**src/rtl/uart_baud_cnt.sv**
```systemverilog
// Loadable baud-rate down-counter; expired is high while the count sits at zero.
// Shared by the UART receive and transmit units.
module uart_baud_cnt #(
    parameter int CNT_W = 7
) (
    input  logic             clk,
    input  logic             rst_n,
    input  logic             load,
    input  logic [CNT_W-1:0] load_val,
    output logic             expired
);

    logic [CNT_W-1:0] cnt_q;
    logic [CNT_W-1:0] cnt_d;

    // A load wins over the expiry cycle so the next interval starts without a gap.
    always_comb begin
        cnt_d = cnt_q;
        if (load) begin
            cnt_d = load_val;
        end else if (cnt_q != '0) begin
            cnt_d = cnt_q - 1'b1;
        end
    end

    always_ff @(posedge clk or negedge rst_n) begin
        if (!rst_n) begin
            cnt_q <= '0;
        end else begin
            cnt_q <= cnt_d;
        end
    end

    assign expired = (cnt_q == '0);

endmodule

```
**src/rtl/uart_rx_unit.sv**
```systemverilog
// 8N1 UART receiver with mid-bit sampling, framing-error and break handling.
// Define UART_RX_PARITY_EN for 8E1 frames with an rx_parity_err output.
module uart_rx_unit #(
    parameter int clk_freq = 12_000_000,
    parameter int baud     = 115200
) (
    input  logic       clk,
    input  logic       rst_n,
    input  logic       rx,
    output logic [7:0] rx_data,
    output logic       rx_ready,
    output logic       rx_frame_err
`ifdef UART_RX_PARITY_EN
    ,
    output logic       rx_parity_err
`endif
);

    localparam int DIV   = clk_freq / baud;
    localparam int HALF  = DIV / 2;
    localparam int CNT_W = $clog2(DIV);
    localparam logic [CNT_W-1:0] DIV_M1  = CNT_W'(DIV - 1);
    localparam logic [CNT_W-1:0] HALF_M1 = CNT_W'(HALF - 1);

    if (DIV < 8) begin : g_bad_div
        $error("uart_rx_unit: clk_freq/baud must be at least 8");
    end

    typedef enum logic [2:0] {
        IDLE   = 3'd0,
        START  = 3'd1,
        DATA   = 3'd2,
        STOP   = 3'd3,
        BREAK  = 3'd4
`ifdef UART_RX_PARITY_EN
        ,
        PARITY = 3'd5
`endif
    } state_t;

    state_t     state_q, state_d;
    logic       sync1_q, sync2_q;
    logic [2:0] bit_idx_q, bit_idx_d;
    logic [7:0] shift_q, shift_d;
    logic [7:0] rx_data_q, rx_data_d;
    logic       rx_ready_q, rx_ready_d;
    logic       frame_err_q, frame_err_d;
`ifdef UART_RX_PARITY_EN
    logic       par_bit_q, par_bit_d;
    logic       parity_err_q, parity_err_d;
`endif

    logic             rxs;
    logic             cnt_load;
    logic [CNT_W-1:0] cnt_val;
    logic             cnt_exp;

    assign rxs = sync2_q;

    uart_baud_cnt #(.CNT_W(CNT_W)) u_baud_cnt (
        .clk      (clk),
        .rst_n    (rst_n),
        .load     (cnt_load),
        .load_val (cnt_val),
        .expired  (cnt_exp)
    );

    always_comb begin
        state_d     = state_q;
        bit_idx_d   = bit_idx_q;
        shift_d     = shift_q;
        rx_data_d   = rx_data_q;
        rx_ready_d  = 1'b0;
        frame_err_d = 1'b0;
        cnt_load    = 1'b0;
        cnt_val     = DIV_M1;
`ifdef UART_RX_PARITY_EN
        par_bit_d    = par_bit_q;
        parity_err_d = 1'b0;
`endif
        case (state_q)
            IDLE: begin
                if (!rxs) begin
                    cnt_load = 1'b1;
                    cnt_val  = HALF_M1;
                    state_d  = START;
                end
            end
            START: begin
                if (cnt_exp) begin
                    if (!rxs) begin
                        cnt_load  = 1'b1;
                        bit_idx_d = 3'd0;
                        state_d   = DATA;
                    end else begin
                        state_d = IDLE;
                    end
                end
            end
            DATA: begin
                if (cnt_exp) begin
                    shift_d   = {rxs, shift_q[7:1]};
                    cnt_load  = 1'b1;
                    bit_idx_d = bit_idx_q + 3'd1;
                    if (bit_idx_q == 3'd7) begin
`ifdef UART_RX_PARITY_EN
                        state_d = PARITY;
`else
                        state_d = STOP;
`endif
                    end
                end
            end
`ifdef UART_RX_PARITY_EN
            PARITY: begin
                if (cnt_exp) begin
                    par_bit_d = rxs;
                    cnt_load  = 1'b1;
                    state_d   = STOP;
                end
            end
`endif
            STOP: begin
                // A low stop bit takes precedence over any parity result.
                if (cnt_exp) begin
                    if (rxs) begin
`ifdef UART_RX_PARITY_EN
                        if ((^shift_q) ^ par_bit_q) begin
                            parity_err_d = 1'b1;
                        end else begin
                            rx_data_d  = shift_q;
                            rx_ready_d = 1'b1;
                        end
`else
                        rx_data_d  = shift_q;
                        rx_ready_d = 1'b1;
`endif
                        state_d = IDLE;
                    end else begin
                        frame_err_d = 1'b1;
                        state_d     = BREAK;
                    end
                end
            end
            BREAK: begin
                if (rxs) begin
                    state_d = IDLE;
                end
            end
            default: state_d = IDLE;
        endcase
    end

    always_ff @(posedge clk or negedge rst_n) begin
        if (!rst_n) begin
            state_q     <= IDLE;
            sync1_q     <= 1'b1;
            sync2_q     <= 1'b1;
            bit_idx_q   <= 3'd0;
            shift_q     <= 8'd0;
            rx_data_q   <= 8'd0;
            rx_ready_q  <= 1'b0;
            frame_err_q <= 1'b0;
`ifdef UART_RX_PARITY_EN
            par_bit_q    <= 1'b0;
            parity_err_q <= 1'b0;
`endif
        end else begin
            state_q     <= state_d;
            sync1_q     <= rx;
            sync2_q     <= sync1_q;
            bit_idx_q   <= bit_idx_d;
            shift_q     <= shift_d;
            rx_data_q   <= rx_data_d;
            rx_ready_q  <= rx_ready_d;
            frame_err_q <= frame_err_d;
`ifdef UART_RX_PARITY_EN
            par_bit_q    <= par_bit_d;
            parity_err_q <= parity_err_d;
`endif
        end
    end

    assign rx_data      = rx_data_q;
    assign rx_ready     = rx_ready_q;
    assign rx_frame_err = frame_err_q;
`ifdef UART_RX_PARITY_EN
    assign rx_parity_err = parity_err_q;
`endif

endmodule

```
**config.mk**
```make
export PLATFORM = sky130hd
export DESIGN_NAME = uart_rx_unit
export DESIGN_NICKNAME = d
export VERILOG_FILES = /design/src/rtl/uart_baud_cnt.sv /design/src/rtl/uart_rx_unit.sv
export SDC_FILE = /design/constraint.sdc
export NUM_CORES = 1
export LEC_CHECK = 0
export CORE_MARGIN = 2
export CORE_UTILIZATION = 50
export DETAILED_ROUTE_END_ITERATION = 7
export DONT_BUFFER_PORTS = 1
export HOLD_SLACK_MARGIN = 0.03
export SLEW_MARGIN = 25
export SYNTH_ARGS = -nofsm -noshare
export SYNTH_HDL_FRONTEND = slang
export SYNTH_SLANG_ARGS = --single-unit
```
**constraint.sdc**
```tcl
create_clock -name clk -period 2.4 [get_ports clk]
set_input_delay 0.36 -clock clk [delete_from_list [all_inputs] [get_ports clk]]
set_output_delay 0.36 -clock clk [all_outputs]
set_load 0.005 [all_outputs]
```
After elaboration in Yosys (flattened, before gate mapping) --
Cells that the tools add are included.
Word-level totals: output and inout bits 10, word-level logic and storage cells 57, flip-flop bits (word level) 33, input port bits 3
Cells by class: reductions and logical operators 9, mux-type cells 25, $add $sub $neg 2, eq/ne operators 12
Operator list (number):
- 3-bit two-way mux | 10
- 7-bit two-way mux | 4
- 3-bit one-hot mux with 5 select lines | 1
- 2-bit != test (second input constant) | 7
- 7-bit zero test | 1
- 1-bit two-way mux | 7
- 7-bit nonzero test | 1
- 7-bit by 1-bit subtractor with 7-bit output (second input constant) | 1
- 3-bit by 2-bit == test with 1-bit output (second input constant) | 2
- 3-bit == test (second input constant) | 2
- 3-bit one-hot mux with 2 select lines | 1
- 6-bit AND reduction | 1
- 4-bit AND reduction | 1
- 2-bit nonzero test | 2
- 3-bit by 1-bit adder with 3-bit output (second input constant) | 1
- 3-bit by 1-bit == test with 1-bit output (second input constant) | 1
- 3-bit zero test | 1
- 1-bit one-hot mux with 3 select lines | 1
- 3-bit AND reduction | 1
- 2-bit two-way mux | 1
- 2-bit AND reduction | 1

Longest topological paths before layout --
Gate-level depths: netlist (run 1).
word-level depth 4, gate-level depth with buffers 6, depth with buffers taken out 5

By module --
Synthesis (run 1) repeated with hierarchy kept, for this count alone.
Second synthesis, totals: cells, all modules 144, area total of the unflattened synthesis 1559.0 µm²
Modules (own cells, without submodules):
- uart_rx_unit | times used 1, sequential area each 653.1 µm², cells each 101, area an instance 1124.8 µm²
- uart_baud_cnt | times used 1, sequential area each 175.2 µm², cells each 43, area an instance 434.2 µm²

Worst setup path after synthesis (run 1) --
No wires, ideal clock.
path kind reg-to-reg, from register u_baud_cnt.cnt_q[0], to register shift_q[1], arrival 1.725 ns, path buffers 1, library setup time 0.125 ns, path slack 0.549 ns, stages on the path, launching flop included 7, data required time 2.275 ns, clock period less this slack 1.851 ns, cells stage by stage dfrtp_1 -> inv_1 -> ha_1 -> nor4b_4 -> nand4_2 -> buf_6 -> mux2_4
On the way: longest elaborated chain between the ends 2
Ends and longest elaborated chain:
- from (decl) | line uart_baud_cnt.sv:13 | logic [CNT_W-1:0] cnt_q;
- from (signal assigned) | line uart_baud_cnt.sv:30 | cnt_q <= cnt_d;
- 7-bit zero test | line uart_baud_cnt.sv:34 | assign expired = (cnt_q == '0);
- 2-bit AND reduction (no source line)
- to (signal assigned) | line uart_rx_unit.sv:173 | shift_q <= shift_d;
- to (decl) | line uart_rx_unit.sv:44 | logic [7:0] shift_q, shift_d;
Every way passes these cells. A chain may end at the register's enable or synchronous reset.

Worst setup path after layout (run 1) --
from register u_baud_cnt.cnt_q[0], to register shift_q[3]
Same word-level chain as after synthesis.

==> results of run 1 <==
## worst max-delay path, stage by stage, from the launching register on
cell,delay [ns]
sky130_fd_sc_hd__dfrtp_1,0.41
sky130_fd_sc_hd__inv_1,0.09
sky130_fd_sc_hd__ha_1,0.23
sky130_fd_sc_hd__nor4b_4,0.36
sky130_fd_sc_hd__nand4_2,0.47
sky130_fd_sc_hd__mux2_4,0.44
## layer usage
layer  up-vias  global-route usage (%)
li1        454                       -
met1       475                    23.8
met2        23                    24.5
met3         6                    7.42
met4         0                    6.82
met5         -                       0
## area by class of cell
| type | count | area (µm²) |
|---|---|---|
| fill | 243 | 1330 |
| sequential | 33 | 828 |
| tap | 33 | 41.3 |
| clock inverter | 3 | 17.5 |
| multi-input combinational | 75 | 641 |
| timing repair buffer | 5 | 55.1 |
| clock buffer | 5 | 37.5 |
| inverter | 8 | 30.0 |
## state kept, by name, summed over array words and instances, names as in the netlist
| signal | flops |
|---|---|
| rx_frame_err | 1 |
| bit_idx_q | 3 |
| rxs | 1 |
| rx_data | 8 |
| u_baud_cnt.cnt_q | 7 |
| state_q | 3 |
| rx_ready | 1 |
| sync1_q | 1 |
| shift_q | 8 |
## through the flow
stage               area [µm²]  total power, mW  hold slack, ns  instances  util (%)
floorplan                 1530            0.575          0.0644        121         -
global placement          1560            0.576          0.0652        151      52.2
detailed placement        1560            0.577          0.0651        151      52.2
CTS                       1650            0.899           0.363        162      55.4
global route              1650            0.924           0.365        162      55.4
finish                    1650            0.884           0.361        162      55.4
## power by group through the flow
| stage | registers (mW) | clock network, mW | logic, mW |
|---|---|---|---|
| 2_1_floorplan | 0.570 | 0 | 0.00514 |
| 3_3_place_gp | 0.573 | 0 | 0.00356 |
| 3_5_place_dp | 0.573 | 0 | 0.00361 |
| 4_1_cts | 0.562 | 0.315 | 0.0214 |
| 5_1_grt | 0.562 | 0.338 | 0.0232 |
| 6_report | 0.562 | 0.302 | 0.0201 |
## cells in the final DEF, fill, tap and decap left out, types with 3 or more instances in the layout
cell	n
sky130_fd_sc_hd__nor3b_1	3
sky130_fd_sc_hd__clkbuf_4	5
sky130_fd_sc_hd__a21oi_1	4
sky130_fd_sc_hd__dfrtp_1	31
sky130_fd_sc_hd__inv_1	8
sky130_fd_sc_hd__o21ai_0	5
sky130_fd_sc_hd__mux2_4	7
sky130_fd_sc_hd__nand2_1	4
sky130_fd_sc_hd__mux2_2	7
sky130_fd_sc_hd__nor2_1	6
sky130_fd_sc_hd__ha_1	3
## worst max-delay path by stage
stage          cells after the start  slack (ns)                endpoint
3_5_place_dp                       5        0.29  shift_q[1]$_DFFE_PN0P_
3_3_place_gp                       5        0.39  shift_q[5]$_DFFE_PN0P_
5_1_grt                            5        0.12  shift_q[3]$_DFFE_PN0P_
4_1_cts                            5        0.28  shift_q[3]$_DFFE_PN0P_
6_report                           5        0.28  shift_q[3]$_DFFE_PN0P_
2_1_floorplan                      6        0.55  shift_q[1]$_DFFE_PN0P_
## cells by family (layout without fill, tap and decap cells)
logic type      after synthesis  in the layout  synth area share, %
buf+inv                      13             21                 3.69
flops                        33             33                 54.3
fa+ha+maj                     3              3                 2.46
mux                          18             18                 14.8
xor+xnor                      2              2                 1.15
compound gates               21             21                 9.27
simple gates                 31             31                 14.3
==> report_table.html, run 1 <==
<table>
<tr><th>Metric</th><th>Value</th></tr>
<tr><th colspan="2">Setup path</th></tr>
<tr><td>Critical path endpoint category</td><td>flop</td></tr>
<tr><td>Type of the worst setup path</td><td>reg -&gt; reg</td></tr>
<tr><td>Endpoint of the most critical register-to-register path</td><td>shift_q[3]$_DFFE_PN0P_</td></tr>
<tr><td>Worst Setup Start Kind</td><td>flop</td></tr>
<tr><td>Required time at the worst-slack endpoint</td><td>2.62 ns</td></tr>
<tr><td>Launch point of the critical path</td><td>u_baud_cnt.cnt_q[0]$_DFFE_PN0P_</td></tr>
<tr><td>Critical register-to-register path startpoint</td><td>u_baud_cnt.cnt_q[0]$_DFFE_PN0P_</td></tr>
<tr><td>Largest fanout of any net on the critical path</td><td>11</td></tr>
<tr><td>Register-to-register path setup slack</td><td>about 0.28 ns</td></tr>
<tr><td>Worst Path Arrival</td><td>2.34 ns</td></tr>
<tr><td>Depth of the most critical reg-to-reg path</td><td>5</td></tr>
<tr><th colspan="2">Clock tree</th></tr>
<tr><td>CTS Sinks</td><td>33</td></tr>
<tr><td>PostCTS Resize Cnt</td><td>0</td></tr>
<tr><td>Worst skew pair latency</td><td>0.34 ns</td></tr>
<tr><td>Cts-stage hold buffer count</td><td>3</td></tr>
<tr><td>Number of buffers added for setup after CTS</td><td>0</td></tr>
<tr><td>Clock Pin Slew Worst Setup and Hold Paths</td><td>approximately 0.1 ns</td></tr>
<tr><td>TritonCTS clock tree</td><td>built</td></tr>
<tr><td>CTS Root Cell</td><td>sky130_fd_sc_hd__clkbuf_4</td></tr>
<tr><td>TritonCTS Buffers</td><td>5</td></tr>
<tr><td>Max Root-Sink Buffers</td><td>2</td></tr>
<tr><td>Maximum level of the CTS H-tree</td><td>2</td></tr>
<tr><th colspan="2">STA</th></tr>
<tr><td>Tightest slew margin relative to the limit</td><td>68.6%</td></tr>
<tr><td>Share of the clock period used by the worst path</td><td>just under 90%</td></tr>
<tr><td>Final worst path period need</td><td>2.12 ns</td></tr>
<tr><td>Worst Slack Setup Final</td><td>around 0.28 ns</td></tr>
<tr><td>Final-report setup violation count</td><td>0</td></tr>
<tr><td>Final setup TNS</td><td>0 ns</td></tr>
<tr><td>Post-Route Skew</td><td>0.0177 ns</td></tr>
<tr><td>Max Clock Freq</td><td>between 400 and 500 MHz</td></tr>
<tr><td>Setup repair after global routing missed its margin</td><td>false</td></tr>
<tr><td>Worst-margin pin slew</td><td>~0.47 ns</td></tr>
<tr><td>Hold violation total from the final report</td><td>0</td></tr>
<tr><td>Number of max-slew violations in the final report</td><td>0</td></tr>
<tr><th colspan="2">Power and ir drop</th></tr>
<tr><td>Switching power summed over all nets</td><td>between 200 and 250 µW</td></tr>
<tr><td>Design internal power</td><td>676 µW</td></tr>
<tr><td>Power density relative to cell area</td><td>536 mW/mm²</td></tr>
<tr><td>Share of total power in the clock network</td><td>34.2%</td></tr>
<tr><td>Proportion of power drawn by flip-flops and latches</td><td>63.6%</td></tr>
<tr><td>Peak ir drop on the vdd network</td><td>0.000409 V</td></tr>
<tr><td>Switching fraction of total power</td><td>23.5%</td></tr>
<tr><td>Logic pwr share</td><td>under 10%</td></tr>
<tr><td>Static leakage</td><td>0.802 nW</td></tr>
<tr><th colspan="2">Logic synthesis</th></tr>
<tr><td>Cell types occupying the most area after synthesis</td><td>sky130_fd_sc_hd__dfrtp_1 51%, sky130_fd_sc_hd__mux2_4 6.9%, sky130_fd_sc_hd__mux2_2 5.2%, sky130_fd_sc_hd__dfstp_2 3.4%, sky130_fd_sc_hd__ha_1 2.5%</td></tr>
<tr><td>Share of Yosys cell area claimed by the top area cell type</td><td>about half</td></tr>
<tr><td>Most frequent cells after synthesis</td><td>31 x sky130_fd_sc_hd__dfrtp_1, 8 x sky130_fd_sc_hd__inv_1, 7 x sky130_fd_sc_hd__mux2_2, 7 x sky130_fd_sc_hd__mux2_4, 6 x sky130_fd_sc_hd__nor2_1</td></tr>
<tr><td>Count of different cell masters after synthesis</td><td>39</td></tr>
<tr><td>Yosys warnings</td><td>0</td></tr>
<tr><td>Post-synth design cell area</td><td>0.00153 mm²</td></tr>
<tr><td>Most area-hungry cell type in the Yosys netlist</td><td>sky130_fd_sc_hd__dfrtp_1</td></tr>
<tr><td>Most used standard cell by instance count after synthesis</td><td>sky130_fd_sc_hd__dfrtp_1</td></tr>
<tr><td>Post-synthesis sequential area ratio</td><td>54.3%</td></tr>
<tr><td>Most used DFF post-synth</td><td>sky130_fd_sc_hd__dfrtp_1</td></tr>
<tr><td>Post-synthesis register bit count</td><td>33</td></tr>
<tr><td>Count of flip-flops with a built-in enable after synthesis</td><td>0</td></tr>
<tr><td>Fraction of synthesis flops using an asynchronous set or reset pin</td><td>100%</td></tr>
<tr><td>Synthesized Nets</td><td>~130</td></tr>
<tr><td>Avg Inst Size Synth</td><td>approximately 13 µm²</td></tr>
<tr><td>Gate count of the mapped netlist</td><td>121</td></tr>
<tr><th colspan="2">Floorplanning</th></tr>
<tr><td>Total die area</td><td>~0.0035 mm²</td></tr>
<tr><td>Effective utilization at floorplan</td><td>51.2%</td></tr>
<tr><td>Io pins</td><td>13</td></tr>
<tr><td>Core Region</td><td>roughly 0.003 mm²</td></tr>
<tr><td>Number of rows created at floorplan</td><td>20</td></tr>
<tr><td>Die Height</td><td>59.2 µm</td></tr>
<tr><td>DIE WIDTH</td><td>between 50 and 60 µm</td></tr>
<tr><th colspan="2">Route</th></tr>
<tr><td>Metal3 WL</td><td>approximately 160 µm</td></tr>
<tr><td>Total wire length</td><td>2.61 mm</td></tr>
<tr><td>DRC marker count from the first detailed-route iteration</td><td>37</td></tr>
<tr><td>Highest metal used</td><td>met4</td></tr>
<tr><td>First drt pass iteration count</td><td>4</td></tr>
<tr><td>Routed metal-1 wire length</td><td>1.26 mm</td></tr>
<tr><td>Met2 layer wire length in the routed design</td><td>1.15 mm</td></tr>
<tr><td>DRC violation count after routing</td><td>0</td></tr>
<tr><td>Vias per Instance</td><td>5.91</td></tr>
<tr><td>Wire length per cell after detailed routing</td><td>16.1 µm</td></tr>
<tr><td>Post-DRT Antenna Nets</td><td>0</td></tr>
<tr><td>Vias post-DR</td><td>between 900 and 1000</td></tr>
<tr><th colspan="2">Run</th></tr>
<tr><td>Max-cap viol count</td><td>0</td></tr>
<tr><th colspan="2">Finish</th></tr>
<tr><td>Diode insertion count for antenna repair</td><td>0</td></tr>
<tr><td>Relative area change from synthesis to final layout</td><td>8.20%</td></tr>
<tr><td>Post-layout nets</td><td>about 130</td></tr>
<tr><td>Ratio of cells with drive above 1 in the final layout</td><td>24.8%</td></tr>
<tr><th colspan="2">Global route</th></tr>
<tr><td>Antenna violations before repair</td><td>0</td></tr>
<tr><td>Total global-route track usage</td><td>17.4%</td></tr>
<tr><td>Via count of the first global-routing pass</td><td>around 920</td></tr>
<tr><td>First-pass GRT wire length</td><td>4.37 mm</td></tr>
<tr><td>Pin count of the biggest net entering global routing</td><td>34</td></tr>
<tr><td>Gr ovfl total</td><td>0</td></tr>
<tr><th colspan="2">Placement</th></tr>
<tr><td>Setup slack after placement</td><td>0.294 ns</td></tr>
<tr><td>Detail Placement HPWL</td><td>1.79 mm</td></tr>
<tr><td>Port Buffer Count</td><td>0</td></tr>
<tr><td>Final weighted congestion in routability-driven placement</td><td>0.784</td></tr>
<tr><th colspan="2">Worst hold path</th></tr>
<tr><td>Number of stages on the worst hold path</td><td>0</td></tr>
<tr><td>Path category of the worst min-delay check</td><td>reg -&gt; reg</td></tr>
<tr><td>Worst min-delay path startpoint</td><td>sync1_q$_DFF_PN1_</td></tr>
<tr><td>Endpoint of the worst hold-timing path</td><td>rxs$_DFF_PN1_</td></tr>
<tr><th colspan="2">Status</th></tr>
<tr><td>Run status</td><td>complete, no violations</td></tr>
</table>
(Power assumes the default switching activity.)
==> run 2, diff against run 1 <==
--- a/config.mk
+++ b/config.mk
@@ -10,6 +10,7 @@
 export DETAILED_ROUTE_END_ITERATION = 7
 export DONT_BUFFER_PORTS = 1
 export HOLD_SLACK_MARGIN = 0.03
+export PLACE_DENSITY = 0.68
 export SLEW_MARGIN = 25
 export SYNTH_ARGS = -nofsm -noshare
 export SYNTH_HDL_FRONTEND = slang
==> constraint.sdc (replaced) <==
create_clock -name clk -period 1.8 [get_ports clk]
set_input_delay 0.27 -clock clk [delete_from_list [all_inputs] [get_ports clk]]
set_output_delay 0.27 -clock clk [all_outputs]
set_load 0.005 [all_outputs]
==> report_table.html, run 2 (synthesis results as in run 1) <==
<table>
<tr><th>Metric</th><th>Value</th></tr>
<tr><th colspan="2">Route</th></tr>
<tr><td>Wire length per cell after detailed routing</td><td>16.7 µm (+3.6%)</td></tr>
<tr><td>Vias per Instance</td><td>5.96 (+0.76%)</td></tr>
<tr><td>DRC violation count after routing</td><td>0 (unchanged)</td></tr>
<tr><td>Total wire length</td><td>2.82 mm (+8.1%)</td></tr>
<tr><td>Vias post-DR</td><td>1007 (+5.1%)</td></tr>
<tr><td>First drt pass iteration count</td><td>4 (unchanged)</td></tr>
<tr><td>DRC marker count from the first detailed-route iteration</td><td>28 (-24%)</td></tr>
<tr><td>Post-DRT Antenna Nets</td><td>0 (unchanged)</td></tr>
<tr><th colspan="2">Setup path</th></tr>
<tr><td>Crit path max-delay family</td><td>simple AND/OR/NAND/NOR gates</td></tr>
<tr><td>Largest fanout of any net on the critical path</td><td>3 (-8)</td></tr>
<tr><td>Max stage delay cell, worst path</td><td>sky130_fd_sc_hd__or4b_4</td></tr>
<tr><td>Required time at the worst-slack endpoint</td><td>2.05 ns (-0.57 ns)</td></tr>
<tr><td>Type of the worst setup path</td><td>reg -&gt; reg</td></tr>
<tr><td>Worst Setup Start Kind</td><td>flop</td></tr>
<tr><td>Worst Path Arrival</td><td>1.98 ns (-0.36 ns)</td></tr>
<tr><td>Critical path endpoint category</td><td>flop</td></tr>
<tr><td>Buf+Inv Stages, Crit Path</td><td>2 (+1)</td></tr>
<tr><td>Crit-path max cell delay</td><td>0.50 ns (+0.03 ns)</td></tr>
<tr><td>Cells along the critical path</td><td>inv_2, ha_4, or4b_4, buf_4, o211a_1, a31oi_1</td></tr>
<tr><th colspan="2">Placement</th></tr>
<tr><td>Placement-stage cell area</td><td>0.00162 mm² (+3.9%)</td></tr>
<tr><td>Final weighted congestion in routability-driven placement</td><td>0.838 (+6.9%)</td></tr>
<tr><td>Setup slack after placement</td><td>-0.152 ns (-0.446 ns)</td></tr>
<tr><td>Detail Placement HPWL</td><td>1.95 mm (+8.9%)</td></tr>
<tr><td>Port Buffer Count</td><td>0 (unchanged)</td></tr>
<tr><th colspan="2">Floorplanning</th></tr>
<tr><td>DIE WIDTH</td><td>59.2 µm (unchanged)</td></tr>
<tr><td>Die Height</td><td>59.2 µm (unchanged)</td></tr>
<tr><td>Total die area</td><td>0.00351 mm² (unchanged)</td></tr>
<tr><td>Core Region</td><td>0.00298 mm² (unchanged)</td></tr>
<tr><td>Effective utilization at floorplan</td><td>51.2% (unchanged)</td></tr>
<tr><td>Io pins</td><td>13 (unchanged)</td></tr>
<tr><td>Number of rows created at floorplan</td><td>20 (unchanged)</td></tr>
<tr><th colspan="2">Global route</th></tr>
<tr><td>Total global-route track usage</td><td>18.4% (+1.0 points)</td></tr>
<tr><td>Pin count of the biggest net entering global routing</td><td>34 (unchanged)</td></tr>
<tr><td>Gr ovfl total</td><td>0 (unchanged)</td></tr>
<tr><td>Antenna violations before repair</td><td>0 (unchanged)</td></tr>
<tr><td>First-pass GRT wire length</td><td>4.69 mm (+7.1%)</td></tr>
<tr><td>Via count of the first global-routing pass</td><td>961 (+5.0%)</td></tr>
<tr><th colspan="2">STA</th></tr>
<tr><td>Worst-margin pin slew</td><td>0.427 ns (-0.0397 ns)</td></tr>
<tr><td>Number of max-slew violations in the final report</td><td>0 (unchanged)</td></tr>
<tr><td>Share of the clock period used by the worst path</td><td>96.0% (+7.6 points)</td></tr>
<tr><td>Final worst path period need</td><td>1.73 ns (-0.393 ns)</td></tr>
<tr><td>Hold violation total from the final report</td><td>0 (unchanged)</td></tr>
<tr><td>Worst Slack Setup Final</td><td>0.0721 ns (-0.207 ns)</td></tr>
<tr><td>Post-Route Skew</td><td>0.00670 ns (-0.0110 ns)</td></tr>
<tr><td>Setup repair after global routing missed its margin</td><td>false</td></tr>
<tr><td>Max Clock Freq</td><td>579 MHz (+23%)</td></tr>
<tr><td>Final-report setup violation count</td><td>0 (unchanged)</td></tr>
<tr><td>Final setup TNS</td><td>0 ns (unchanged)</td></tr>
<tr><td>Tightest slew margin relative to the limit</td><td>70.7% (+2.1 points)</td></tr>
<tr><th colspan="2">Power and ir drop</th></tr>
<tr><td>Switching power summed over all nets</td><td>264 µW (+27%)</td></tr>
<tr><td>Peak ir drop on the vdd network</td><td>0.000482 V (+18%)</td></tr>
<tr><td>Logic pwr share</td><td>2.1% (-0.2 points)</td></tr>
<tr><td>Power density relative to cell area</td><td>755 mW/mm² (+41%)</td></tr>
<tr><td>Static leakage</td><td>0.850 nW (+6.0%)</td></tr>
<tr><td>Design internal power</td><td>1.09 mW (+61%)</td></tr>
<tr><td>Share of total power in the clock network</td><td>42.4% (+8.2 points)</td></tr>
<tr><td>Proportion of power drawn by flip-flops and latches</td><td>55.5% (-8.1 points)</td></tr>
<tr><td>Switching fraction of total power</td><td>19.6% (-4.0 points)</td></tr>
<tr><th colspan="2">Run</th></tr>
<tr><td>Max-cap viol count</td><td>0 (unchanged)</td></tr>
<tr><th colspan="2">Clock tree</th></tr>
<tr><td>Clock Pin Slew Worst Setup and Hold Paths</td><td>0.10 ns (about the same)</td></tr>
<tr><td>TritonCTS clock tree</td><td>built</td></tr>
<tr><td>CTS Root Cell</td><td>sky130_fd_sc_hd__clkbuf_4</td></tr>
<tr><td>Max Root-Sink Buffers</td><td>2 (unchanged)</td></tr>
<tr><td>CTS Sinks</td><td>33 (unchanged)</td></tr>
<tr><td>TritonCTS Buffers</td><td>5 (unchanged)</td></tr>
<tr><td>Worst skew pair latency</td><td>0.33 ns (about the same)</td></tr>
<tr><td>Maximum level of the CTS H-tree</td><td>2 (unchanged)</td></tr>
<tr><th colspan="2">Finish</th></tr>
<tr><td>Most frequent cells in the layout</td><td>31 x sky130_fd_sc_hd__dfrtp_1, 8 x sky130_fd_sc_hd__buf_4, 7 x sky130_fd_sc_hd__mux2_4, 7 x sky130_fd_sc_hd__mux2_2, 6 x sky130_fd_sc_hd__inv_1</td></tr>
<tr><td>Relative area change from synthesis to final layout</td><td>17.2%</td></tr>
<tr><td>Ratio of cells with drive above 1 in the final layout</td><td>33.1% (+8.3 points)</td></tr>
<tr><td>Filler cell count in the final layout</td><td>244 (+0.41%)</td></tr>
<tr><td>Most common cell after layout, fill and taps aside</td><td>sky130_fd_sc_hd__dfrtp_1</td></tr>
<tr><td>Diode insertion count for antenna repair</td><td>0 (unchanged)</td></tr>
<tr><td>Post-layout nets</td><td>141 (+5.2%)</td></tr>
<tr><td>Finished layout cell area</td><td>0.00179 mm² (+8.3%)</td></tr>
<tr><th colspan="2">Worst hold path</th></tr>
<tr><td>Path category of the worst min-delay check</td><td>in -&gt; async</td></tr>
<tr><th colspan="2">Status</th></tr>
<tr><td>Run status</td><td>complete, no violations</td></tr>
</table>
==> run 2: cell count changes in the layout (fill, tap and decap cells not counted), moves of 2 or more <==
cell	delta
sky130_fd_sc_hd__inv_2	+2
sky130_fd_sc_hd__buf_4	+6
sky130_fd_sc_hd__inv_1	-2
sky130_fd_sc_hd__clkinv_2	-2
==> run 2: path summary, 6_finish.rpt <==
| check | cells past startpoint | start | end | slack, ns |
|---|---|---|---|---|
| worst max register to register | 6 | u_baud_cnt.cnt_q[1]$_DFFE_PN0P_ | u_baud_cnt.cnt_q[1]$_DFFE_PN0P_ | 0.07 |
| max in group asynchronous | 2 | rst_n | rxs$_DFF_PN1_ | 1.19 |
| worst min-delay path | 2 | rst_n | shift_q[7]$_DFFE_PN0P_ | 0.37 |
| min in group clk | 0 | sync1_q$_DFF_PN1_ | rxs$_DFF_PN1_ | 0.37 |
| worst max-delay path | 6 | u_baud_cnt.cnt_q[1]$_DFFE_PN0P_ | u_baud_cnt.cnt_q[1]$_DFFE_PN0P_ | 0.07 |
| worst min register to register | 0 | sync1_q$_DFF_PN1_ | rxs$_DFF_PN1_ | 0.37 |
==> run 2: what timing repair did <==
item                       CTS  global route
hold buffers                 3             0
pin swaps                    0             1
resized for setup            4             6
setup endpoints to repair    1            15
hold endpoints to repair    34             0
setup buffers                1             0
==> run 2: cell type report <==
cell class              count  area (µm²)  share of cell area [%]
clock buffers               7        55.1                    3.08
clock inverters             1        30.0                    1.68
inverters                   8        30.0                    1.68
multi-input cells          75         683                    38.2
flip-flops and latches     33         828                    46.3
well taps                  33        41.3                    2.31
repair buffers             12         120                    6.72
==> run 2: per-stage QoR <==
step | util (%) | total power [mW] | std cells | hold WS, ns
detailed placement | 54.2 | 0.769 | 157 | -0.0250
global placement | 54.2 | 0.769 | 157 | -0.0250
global route | 60.0 | 1.41 | 169 | 0.378
floorplan | - | 0.767 | 121 | -0.0256
finish | 60.0 | 1.35 | 169 | 0.366
CTS | 59.5 | 1.37 | 169 | 0.357
==> run 2: per-layer routing <==
layer  part of all wire [%]  vias to the layer above  global-route usage, %  wire, µm
li1                       -                      473                      -         -
met1                     45                      494                   25.9      1270
met2                     47                       33                   25.7      1320
met3                    6.7                        7                   6.99       190
met4                    1.2                        0                   7.14        35
met5                      0                        -                      0         0
==> run 2: power groups by stage <==
stage | logic [mW] | registers [mW] | clock network (mW)
6_report | 0.0283 | 0.749 | 0.572
2_1_floorplan | 0.00685 | 0.760 | 0
4_1_cts | 0.0294 | 0.749 | 0.594
5_1_grt | 0.0333 | 0.750 | 0.628
3_5_place_dp | 0.00495 | 0.764 | 0
3_3_place_gp | 0.00474 | 0.764 | 0
